$ cat src/rtl/psum_pkt_pkg.sv
// Shared definitions for the adder-to-memory psum packet path: default widths,
// node addresses, packet field offsets and the packet layout.
package psum_pkt_pkg;

  localparam int unsigned PSUM_W_DEF = 8;
  localparam int unsigned ADDR_W_DEF = 4;

  localparam logic [ADDR_W_DEF-1:0] MEM_ADDR   = 4'b1000;
  localparam logic [ADDR_W_DEF-1:0] ADDER_ADDR = 4'b0010;

  // Field offsets within the packet, LSB first: dest, src, psum, spike.
  localparam int unsigned DEST_LSB  = 0;
  localparam int unsigned SRC_LSB   = ADDR_W_DEF;
  localparam int unsigned PSUM_LSB  = 2 * ADDR_W_DEF;
  localparam int unsigned SPIKE_BIT = PSUM_LSB + PSUM_W_DEF;
  localparam int unsigned PKT_W_DEF = SPIKE_BIT + 1;

  typedef struct packed {
    logic                  spike;
    logic [PSUM_W_DEF-1:0] psum;
    logic [ADDR_W_DEF-1:0] src;
    logic [ADDR_W_DEF-1:0] dest;
  } psum_pkt_t;

endpackage

$ cat src/rtl/pkt_fifo.sv
// Synchronous packet FIFO with occupancy output. Push and pop in the same
// cycle are legal at any level, including full, provided the caller gates push.
module pkt_fifo #(
  parameter int unsigned Width = 17,
  parameter int unsigned Depth = 4,
  localparam int unsigned PtrW = $clog2(Depth),
  localparam int unsigned LvlW = PtrW + 1
) (
  input  logic             clk_i,
  input  logic             reset_i,
  input  logic             push_i,
  input  logic [Width-1:0] wdata_i,
  input  logic             pop_i,
  output logic [Width-1:0] rdata_o,
  output logic             empty_o,
  output logic             full_o,
  output logic [LvlW-1:0]  level_o
);

  logic [Width-1:0] mem_q [Depth];
  logic [PtrW-1:0]  wptr_q, wptr_d;
  logic [PtrW-1:0]  rptr_q, rptr_d;
  logic [LvlW-1:0]  level_q, level_d;

  always_comb begin
    wptr_d  = wptr_q;
    rptr_d  = rptr_q;
    level_d = level_q;
    if (push_i) begin
      wptr_d = wptr_q + 1'b1;
    end
    if (pop_i) begin
      rptr_d = rptr_q + 1'b1;
    end
    unique case ({push_i, pop_i})
      2'b10:   level_d = level_q + 1'b1;
      2'b01:   level_d = level_q - 1'b1;
      default: level_d = level_q;
    endcase
  end

  // Storage is cleared on reset so the head reads back as zero after reset.
  always_ff @(posedge clk_i or posedge reset_i) begin
    if (reset_i) begin
      for (int i = 0; i < int'(Depth); i++) begin
        mem_q[i] <= '0;
      end
      wptr_q  <= '0;
      rptr_q  <= '0;
      level_q <= '0;
    end else begin
      if (push_i) begin
        mem_q[wptr_q] <= wdata_i;
      end
      wptr_q  <= wptr_d;
      rptr_q  <= rptr_d;
      level_q <= level_d;
    end
  end

  assign rdata_o = mem_q[rptr_q];
  assign empty_o = (level_q == '0);
  assign full_o  = (level_q == LvlW'(Depth));
  assign level_o = level_q;

endmodule

$ cat src/rtl/psum_packet_encoder.sv
// Multi-lane psum packet encoder: round-robin arbitration over adder lanes,
// psum saturation, address stamping and an output FIFO toward the NoC router.
module psum_packet_encoder
  import psum_pkt_pkg::*;
#(
  parameter int unsigned       N_CH      = 4,
  parameter int unsigned       IN_W      = 10,
  parameter int unsigned       PSUM_W    = PSUM_W_DEF,
  parameter int unsigned       ADDR_W    = ADDR_W_DEF,
  parameter logic [ADDR_W-1:0] SRC_BASE  = ADDR_W'(ADDER_ADDR),
  parameter logic [ADDR_W-1:0] DEST_ADDR = ADDR_W'(MEM_ADDR),
  parameter int unsigned       DEPTH     = 4,
  localparam int unsigned      PKT_W     = 1 + PSUM_W + 2 * ADDR_W,
  localparam int unsigned      LVL_W     = $clog2(DEPTH) + 1
) (
  input  logic                 clk_i,
  input  logic                 reset_i,
  input  logic [N_CH-1:0]      in_valid_i,
  output logic [N_CH-1:0]      in_ready_o,
  input  logic [N_CH-1:0]      in_spike_i,
  input  logic [N_CH*IN_W-1:0] in_psum_i,
  output logic                 out_valid_o,
  input  logic                 out_ready_i,
  output logic [PKT_W-1:0]     out_packet_o,
  output logic [15:0]          pkt_count_o,
  output logic [LVL_W-1:0]     fifo_level_o
);

  localparam int unsigned RR_W = (N_CH > 1) ? $clog2(N_CH) : 1;
  localparam logic [IN_W-1:0] PSUM_MAX = IN_W'((64'd1 << PSUM_W) - 64'd1);

  logic [RR_W-1:0]   rr_q, rr_d;
  logic [RR_W-1:0]   grant;
  logic              found;
  logic              space;
  logic              accept;
  logic              pop;
  logic              fifo_full;
  logic              fifo_empty;
  logic [IN_W-1:0]   lane_psum;
  logic [PSUM_W-1:0] psum_field;
  logic [PKT_W-1:0]  pkt;
  logic [15:0]       pkt_count_q, pkt_count_d;

  // First valid lane at or after rr, wrapping around.
  always_comb begin : p_arb
    int unsigned idx;
    idx   = 0;
    found = 1'b0;
    grant = '0;
    for (int unsigned k = 0; k < N_CH; k++) begin
      idx = (32'(rr_q) + k) % N_CH;
      if (!found && in_valid_i[idx]) begin
        found = 1'b1;
        grant = RR_W'(idx);
      end
    end
  end

  // A pop this cycle frees a slot, so a full FIFO can still accept.
  assign pop    = out_valid_o && out_ready_i;
  assign space  = !fifo_full || pop;
  assign accept = found && space;

  always_comb begin
    in_ready_o = '0;
    if (accept) begin
      in_ready_o[grant] = 1'b1;
    end
  end

  always_comb begin
    rr_d = rr_q;
    if (accept) begin
      rr_d = (32'(grant) == N_CH - 1) ? '0 : grant + 1'b1;
    end
  end

  assign lane_psum  = in_psum_i[32'(grant)*IN_W +: IN_W];
  assign psum_field = (lane_psum > PSUM_MAX) ? '1 : lane_psum[PSUM_W-1:0];
  assign pkt        = {in_spike_i[grant], psum_field, SRC_BASE + ADDR_W'(grant), DEST_ADDR};

  always_comb begin
    pkt_count_d = pkt_count_q;
    if (pop) begin
      pkt_count_d = pkt_count_q + 16'd1;
    end
  end

  always_ff @(posedge clk_i or posedge reset_i) begin
    if (reset_i) begin
      rr_q        <= '0;
      pkt_count_q <= '0;
    end else begin
      rr_q        <= rr_d;
      pkt_count_q <= pkt_count_d;
    end
  end

  pkt_fifo #(
    .Width (PKT_W),
    .Depth (DEPTH)
  ) u_fifo (
    .clk_i   (clk_i),
    .reset_i (reset_i),
    .push_i  (accept),
    .wdata_i (pkt),
    .pop_i   (pop),
    .rdata_o (out_packet_o),
    .empty_o (fifo_empty),
    .full_o  (fifo_full),
    .level_o (fifo_level_o)
  );

  assign out_valid_o = !fifo_empty;
  assign pkt_count_o = pkt_count_q;

  a_ready_onehot: assert property (@(posedge clk_i) disable iff (reset_i)
    $onehot0(in_ready_o));
  a_level_bound: assert property (@(posedge clk_i) disable iff (reset_i)
    fifo_level_o <= LVL_W'(DEPTH));
  a_no_overflow: assert property (@(posedge clk_i) disable iff (reset_i)
    (fifo_full && !pop) |-> (in_ready_o == '0));

endmodule

$ cat config.mk
export PLATFORM = sky130hd
export DESIGN_NAME = psum_packet_encoder
export DESIGN_NICKNAME = d
export VERILOG_FILES = /design/src/rtl/psum_pkt_pkg.sv /design/src/rtl/pkt_fifo.sv /design/src/rtl/psum_packet_encoder.sv
export SDC_FILE = /design/constraint.sdc
export NUM_CORES = 1
export LEC_CHECK = 0
export ABC_AREA = 1
export ABC_CLOCK_PERIOD_IN_PS = 4800
export BUFFER_PORTS_ARGS = -buffer_cell sky130_fd_sc_hd__buf_4
export CELL_PAD_IN_SITES_DETAIL_PLACEMENT = 0
export CELL_PAD_IN_SITES_GLOBAL_PLACEMENT = 2
export CORE_MARGIN = 1
export CORE_UTILIZATION = 34
export CTS_CLUSTER_DIAMETER = 120
export DETAILED_ROUTE_END_ITERATION = 16
export GPL_ROUTABILITY_DRIVEN = 0
export GPL_TIMING_DRIVEN = 0
export HOLD_SLACK_MARGIN = 0.12
export MAX_ROUTING_LAYER = met4
export PLACE_DENSITY = 0.93
export SYNTH_ARGS = -nofsm -noshare
export SYNTH_HDL_FRONTEND = slang
export SYNTH_SLANG_ARGS = --single-unit
$ cat constraint.sdc
create_clock -name clk_i -period 4.8 [get_ports clk_i]
set_clock_uncertainty 0.2 [all_clocks]
set_input_delay 0.48 -clock clk_i [delete_from_list [all_inputs] [get_ports clk_i]]
set_output_delay 0.48 -clock clk_i [all_outputs]
set_load 0.1 [all_outputs]
======== Yosys cells after proc, flatten, opt, wreduce, memory -nomap -nowiden ========
Cells that the tools add are included.
word-level totals
  bits in registers ....................... 93
  bits in latches ......................... 0
  RAM bits ................................ 0
  memory bits (read-only) ................. 0
  input bits .............................. 51
  output and inout port bits .............. 41
  word-level logic and storage cells ...... 82
  memories ................................ 0
cells by class
  add/subtract/negate cells ............... 10
  $mul .................................... 1
  div/mod/pow operators ................... 0
  order comparisons ....................... 10
  equal/unequal tests ..................... 4
  shifts and indexed selects .............. 1
  multiplexer cells ....................... 30
  bitwise gates (word level) .............. 2
  reduce and logical (&&, ||, !) cells .... 15
operators with widths
  kind                   count
  $bwmux 68              1
  $mux 17                3
  $shiftx 40x7->10       1
  $bmux 17 s2            1
  $demux 17 s2           1
  $add 16x1->16 const B  1
  $lt 2x3->1 const B     5
  $bmux 1 s2             5
  $gt 10x8->1 const B    1
  $mux 1                 10
  $mux 2                 5
  $add 2x1->2 const B    4
  $mux 8                 1
  $logic_and 1x1->1      7
  $ge 3x3->1 const B     2
  $not 2->3              2
  $pmux 3 s2             1
  $logic_not 1->1        5
  $mul 2x3->5 const B    1
  $add 2x2->2 const B    2
  $eq 2x2->1 const B     2
  $mux 4                 1
  $add 2x2->3 const A    1
  $add 3x1->3 const B    1
  9 further kinds        9

======== Logic depth before layout (Yosys ltp) ========
  depth after elaboration ................. 17
  mapped depth ............................ 17
  mapped depth without buffers ............ 16

======== Hierarchy ========
Synthesis repeated with hierarchy kept, for this count alone.
second synthesis, totals
  cell total of the unflattened synthesis .. 660
  area, all modules ....................... 5522.8 um2
by module, submodules not included
  module               times used  cells an instance  area each (um2)  sequential area each (um2)
  pkt_fifo             1           409                3774.9           1876.8
  psum_packet_encoder  1           251                1747.9           450.4

======== Worst setup path before layout ========
No wires, ideal clock.
  path type ............................... register to output
  from .................................... register u_fifo.level_q[0], in the netlist u_fifo.level_o[0]
  to ...................................... output port in_ready_o[0]
  arrival ................................. 3583 ps
  data required time ...................... 4120 ps
  path slack .............................. 537 ps
  stages on the path, launching flop included .. 7
  path buffers ............................ 0
  cell sequence ........................... dfrtp_1 nor2_1 nand2_1 nand2_2 nand3_1 nand2_4 nor2_1
on the way
  cells in the longest elaborated chain, start to end .. 6
  elaborated cells between the ends (all ways) .. 8
  those cells by class .................... 1 x eq/ne; 1 x mux; 6 x reduce/logical
RTL lines
  item                    RTL line                    RTL
  from (decl)             pkt_fifo.sv:23              logic [LvlW-1:0] level_q, level_d;
  from (signal assigned)  pkt_fifo.sv:57              level_q <= level_d;
  $logic_not 3->1         pkt_fifo.sv:62              assign empty_o = (level_q == '0);
  $logic_not 1->1         psum_packet_encoder.sv:115  assign out_valid_o = !fifo_empty;
  named net out_valid_o   psum_packet_encoder.sv:22   output logic out_valid_o,
  $logic_and 1x1->1       psum_packet_encoder.sv:61   assign pop = out_valid_o && out_ready_i;
  $logic_or 1x1->1        psum_packet_encoder.sv:62   assign space = !fifo_full || pop;
  $logic_and 1x1->1       psum_packet_encoder.sv:63   assign accept = found && space;
  $mux 4                  psum_packet_encoder.sv:67   if (accept) begin
  to (decl)               psum_packet_encoder.sv:19   output logic [N_CH-1:0] in_ready_o,
The timed path passes the listed nets, and every way through them passes these cells.

======== Final worst setup path ========
  from .................................... register rr_q[0]
  to ...................................... output port in_ready_o[3]
on the way
  cells in the longest elaborated chain, start to end .. 17
  elaborated cells between the ends (all ways) .. 32
  those cells by class .................... 3 x add/sub; 2 x order compare; 19 x mux; 8 x reduce/logical
RTL lines
  item                                                                   RTL line                   RTL
  from (decl)                                                            psum_packet_encoder.sv:32  logic [RR_W-1:0] rr_q, rr_d;
  from (signal assigned)                                                 psum_packet_encoder.sv:95  rr_q <= rr_d;
  branches (longest 11 deep; another with $add 2x1->2)                   --
  $mux 2 *                                                               psum_packet_encoder.sv:53  if (!found && in_valid_i[idx]) begin
  named net grant[1]                                                     psum_packet_encoder.sv:33  logic [RR_W-1:0] grant;
  $lt 2x3->1 (implied by the code) / $ge 2x1->1 (equally long branches)  psum_packet_encoder.sv:68  in_ready_o[grant] = 1'b1;
  $logic_and 1x1->1 (implied by the code)                                psum_packet_encoder.sv:68
  $mux 1 (implied by the code)                                           psum_packet_encoder.sv:68
  $demux 1 s2 *                                                          psum_packet_encoder.sv:68
  $mux 4 *                                                               psum_packet_encoder.sv:67
Mark *: on every way through the listed nets, which the timed path passes. The select of a mux whose other input is x is not followed.

==> impl_metrics.env <==
export IMPL_grt_pass1_vias=3790
export IMPL_nets=725
export IMPL_wl_met1_um=5590
export IMPL_crit_path_end_kind="output port"
export IMPL_synth_compound_area_share_pct=6.62
export IMPL_final_area_um2=5720
export IMPL_drtAntennaViolNets=0
export IMPL_drc=0
export IMPL_ys_types=30
export IMPL_htree_num_levels=3
export IMPL_antenna_found_initial=0
export IMPL_synth_avg_cell_area_um2=8.00
export IMPL_clock_fmax_mhz=317
export IMPL_relSlewSlack_pct=56.4
export IMPL_core_um2=12700
export IMPL_slowest_delay_ns=0.40
export IMPL_cts_root_buf="clkbuf_16"
export IMPL_mostFrequentLayoutCells="185 x nand2_1, 100 x buf_4, 77 x dfrtp_1"
export IMPL_syn_area_um2=4480
export IMPL_cts_hold_buf=1
export IMPL_via_per_inst=4.62
export IMPL_critical_path_required_ns=4.12
export IMPL_grt_usage_pct=19.1
export IMPL_floorplan_initialDensity_pct=35.2
export IMPL_outcome="finished, final reports clean"
export IMPL_cts_sinks=77
export IMPL_synthSimpleGateAreaFrac_pct=35.8
export IMPL_vias=3874
export IMPL_placed_cell_area_um2=5390
export IMPL_final_util_pct=44.9
export IMPL_setup_viol=0
export IMPL_tightestPinTransition_ns=0.653
export IMPL_portBuffers=87
export IMPL_gr_total_overflow=0
export IMPL_wire_per_inst_um=14.1
export IMPL_crit_type="reg2out"
export IMPL_synth_seq_cells=77
export IMPL_drtIter0Drc=237
export IMPL_period_needed_ns=3.16
export IMPL_numCtsBuffers=9
export IMPL_worst_path_buf_inv=6
export IMPL_num_rows=41
export IMPL_diodes=0
export IMPL_cts_setup_buffers=0
export IMPL_synth_ff_type="dfrtp_1"
export IMPL_synth_xor_area_share_pct=3.71
export IMPL_hold_viol_final=0
export IMPL_layout_drive_gt1_share_pct=28.8
export IMPL_firstDrtPassIters=4
export IMPL_final_common_cell="nand2_1"
export IMPL_wl_um=11800
export IMPL_path_clk_slew_ns=0.06
export IMPL_finalCritPeriodShare_pct=65.8
export IMPL_grt_pass1_wl_um=19200
export IMPL_cts_resized=0
export IMPL_muxShareOfSynthArea_pct=0
export IMPL_path_delay_family="buffers and inverters"
export IMPL_cts_tree="yes"
export IMPL_die_x_um=117
export IMPL_yosysSeqAreaShare_pct=43.0
export IMPL_grt_max_degree=65
export IMPL_arrival_ns=2.48
export IMPL_cp_slowest_cell="dfrtp_1"
export IMPL_cts_buffer_depth=2
export IMPL_r2r_slack_ns=2.21
export IMPL_fin_tns_setup_ns=0
export IMPL_clkLatencyLatePin_ns=0.33
export IMPL_hpwl_um=8580
export IMPL_wl_met3_um=489
export IMPL_cp_start_kind="flip-flop"
export IMPL_synth_async_sr_flop_share_pct=100
export IMPL_cap_violations=0
export IMPL_rsz0062_at_grt="false"
export IMPL_hold_class="reg2reg"
export IMPL_synth_cells=560
export IMPL_worstPathCellList="inv_2 -> nand2_1 -> nand3_1 -> nand2_1 -> inv_1 -> nand3_1 -> nand3_2 -> nand2_4 -> inv_2 -> buf_6 -> ha_1 -> inv_1 -> nor2_1 -> buf_4"
export IMPL_synth_edf_count=0
export IMPL_ios=92
export IMPL_synth_top_family_by_area="simple AND/OR/NAND/NOR gates"
export IMPL_critPathMaxFanout=11
export IMPL_top_layer="met4"
export IMPL_area_growth_pct=27.6
export IMPL_routed_wl_met2_um=5580
export IMPL_synth_adder_area_share_pct=3.24
export IMPL_die_area_um2=13600
export IMPL_slew_violations=0
export IMPL_ys_warn_count=0
export IMPL_die_h_um=117
## final cells by class
class	instances	area (µm²)
buffer	28	189
clock buffer	11	243
fill	1353	7010
timing repair buffer	89	691
multi-input combinational	420	2230
tap	172	215
clock inverter	4	72.6
inverter	38	153
sequential	77	1930
## through the flow
step	hold slack [ns]	cells	setup WS [ns]
6_report	0.264	839	1.64
5_1_grt	0.292	839	1.42
4_1_cts	0.269	839	1.63
3_5_place_dp	0.229	823	1.91
3_3_place_gp	0.249	822	1.07
2_1_floorplan	0.234	563	0.537
## sequential cells by signal, summed over array words and instances, names as in the netlist
signal,flops
u_fifo.mem_q,52
u_fifo.level_o,3
u_fifo.wptr_q,2
pkt_count_o,16
rr_q,2
u_fifo.rptr_q,2
## metal layers
layer,vias up,track usage [%]
met4,0,5.06
met3,11,2.68
met2,84,30.6
met1,1809,25.4
met5,-,-
li1,1970,-
## logic make-up (layout without fill, tap and decap cells)
family                   Yosys count  after routing
AO/OA/AOI/OAI                     54             54
XOR/XNOR                          19             19
adder cells (fa/ha/maj)           11             11
buffers and inverters             66            170
flip-flops                        77             77
other                              1              4
AND/OR/NAND/NOR                  332            332
## cells in the mapped netlist, types with 7 or more instances
master | count | share of area, %
xnor2_1 | 7 | 1.4
inv_2 | 11 | 0.92
nor2_1 | 51 | 4.3
nand2_2 | 22 | 3.1
inv_1 | 26 | 2.2
ha_1 | 10 | 2.8
dfrtp_1 | 77 | 43
nand4_1 | 10 | 1.4
nand3_2 | 13 | 2.9
o21ai_0 | 36 | 4.0
clkbuf_1 | 7 | 0.59
nand3_1 | 28 | 3.1
o22ai_1 | 13 | 1.8
nand2_4 | 13 | 3.3
xor2_1 | 12 | 2.3
nand2_1 | 185 | 15
buf_4 | 13 | 2.2
## worst paths after layout
path                                   from           endpoint  depth (start not counted)
setup / recovery                    rr_q[0]      in_ready_o[3]                         14
hold / removal             u_fifo.mem_q[20]   u_fifo.mem_q[20]                          1
setup reg to reg                    rr_q[0]  u_fifo.level_o[2]                         13
hold reg to reg            u_fifo.mem_q[20]   u_fifo.mem_q[20]                          1
max in group asynchronous           reset_i   u_fifo.mem_q[50]                          4
min in group asynchronous           reset_i    pkt_count_o[15]                          3
Power is not shown: default switching activity piles up to over one toggle a cycle in this logic, so the estimate is an artifact.
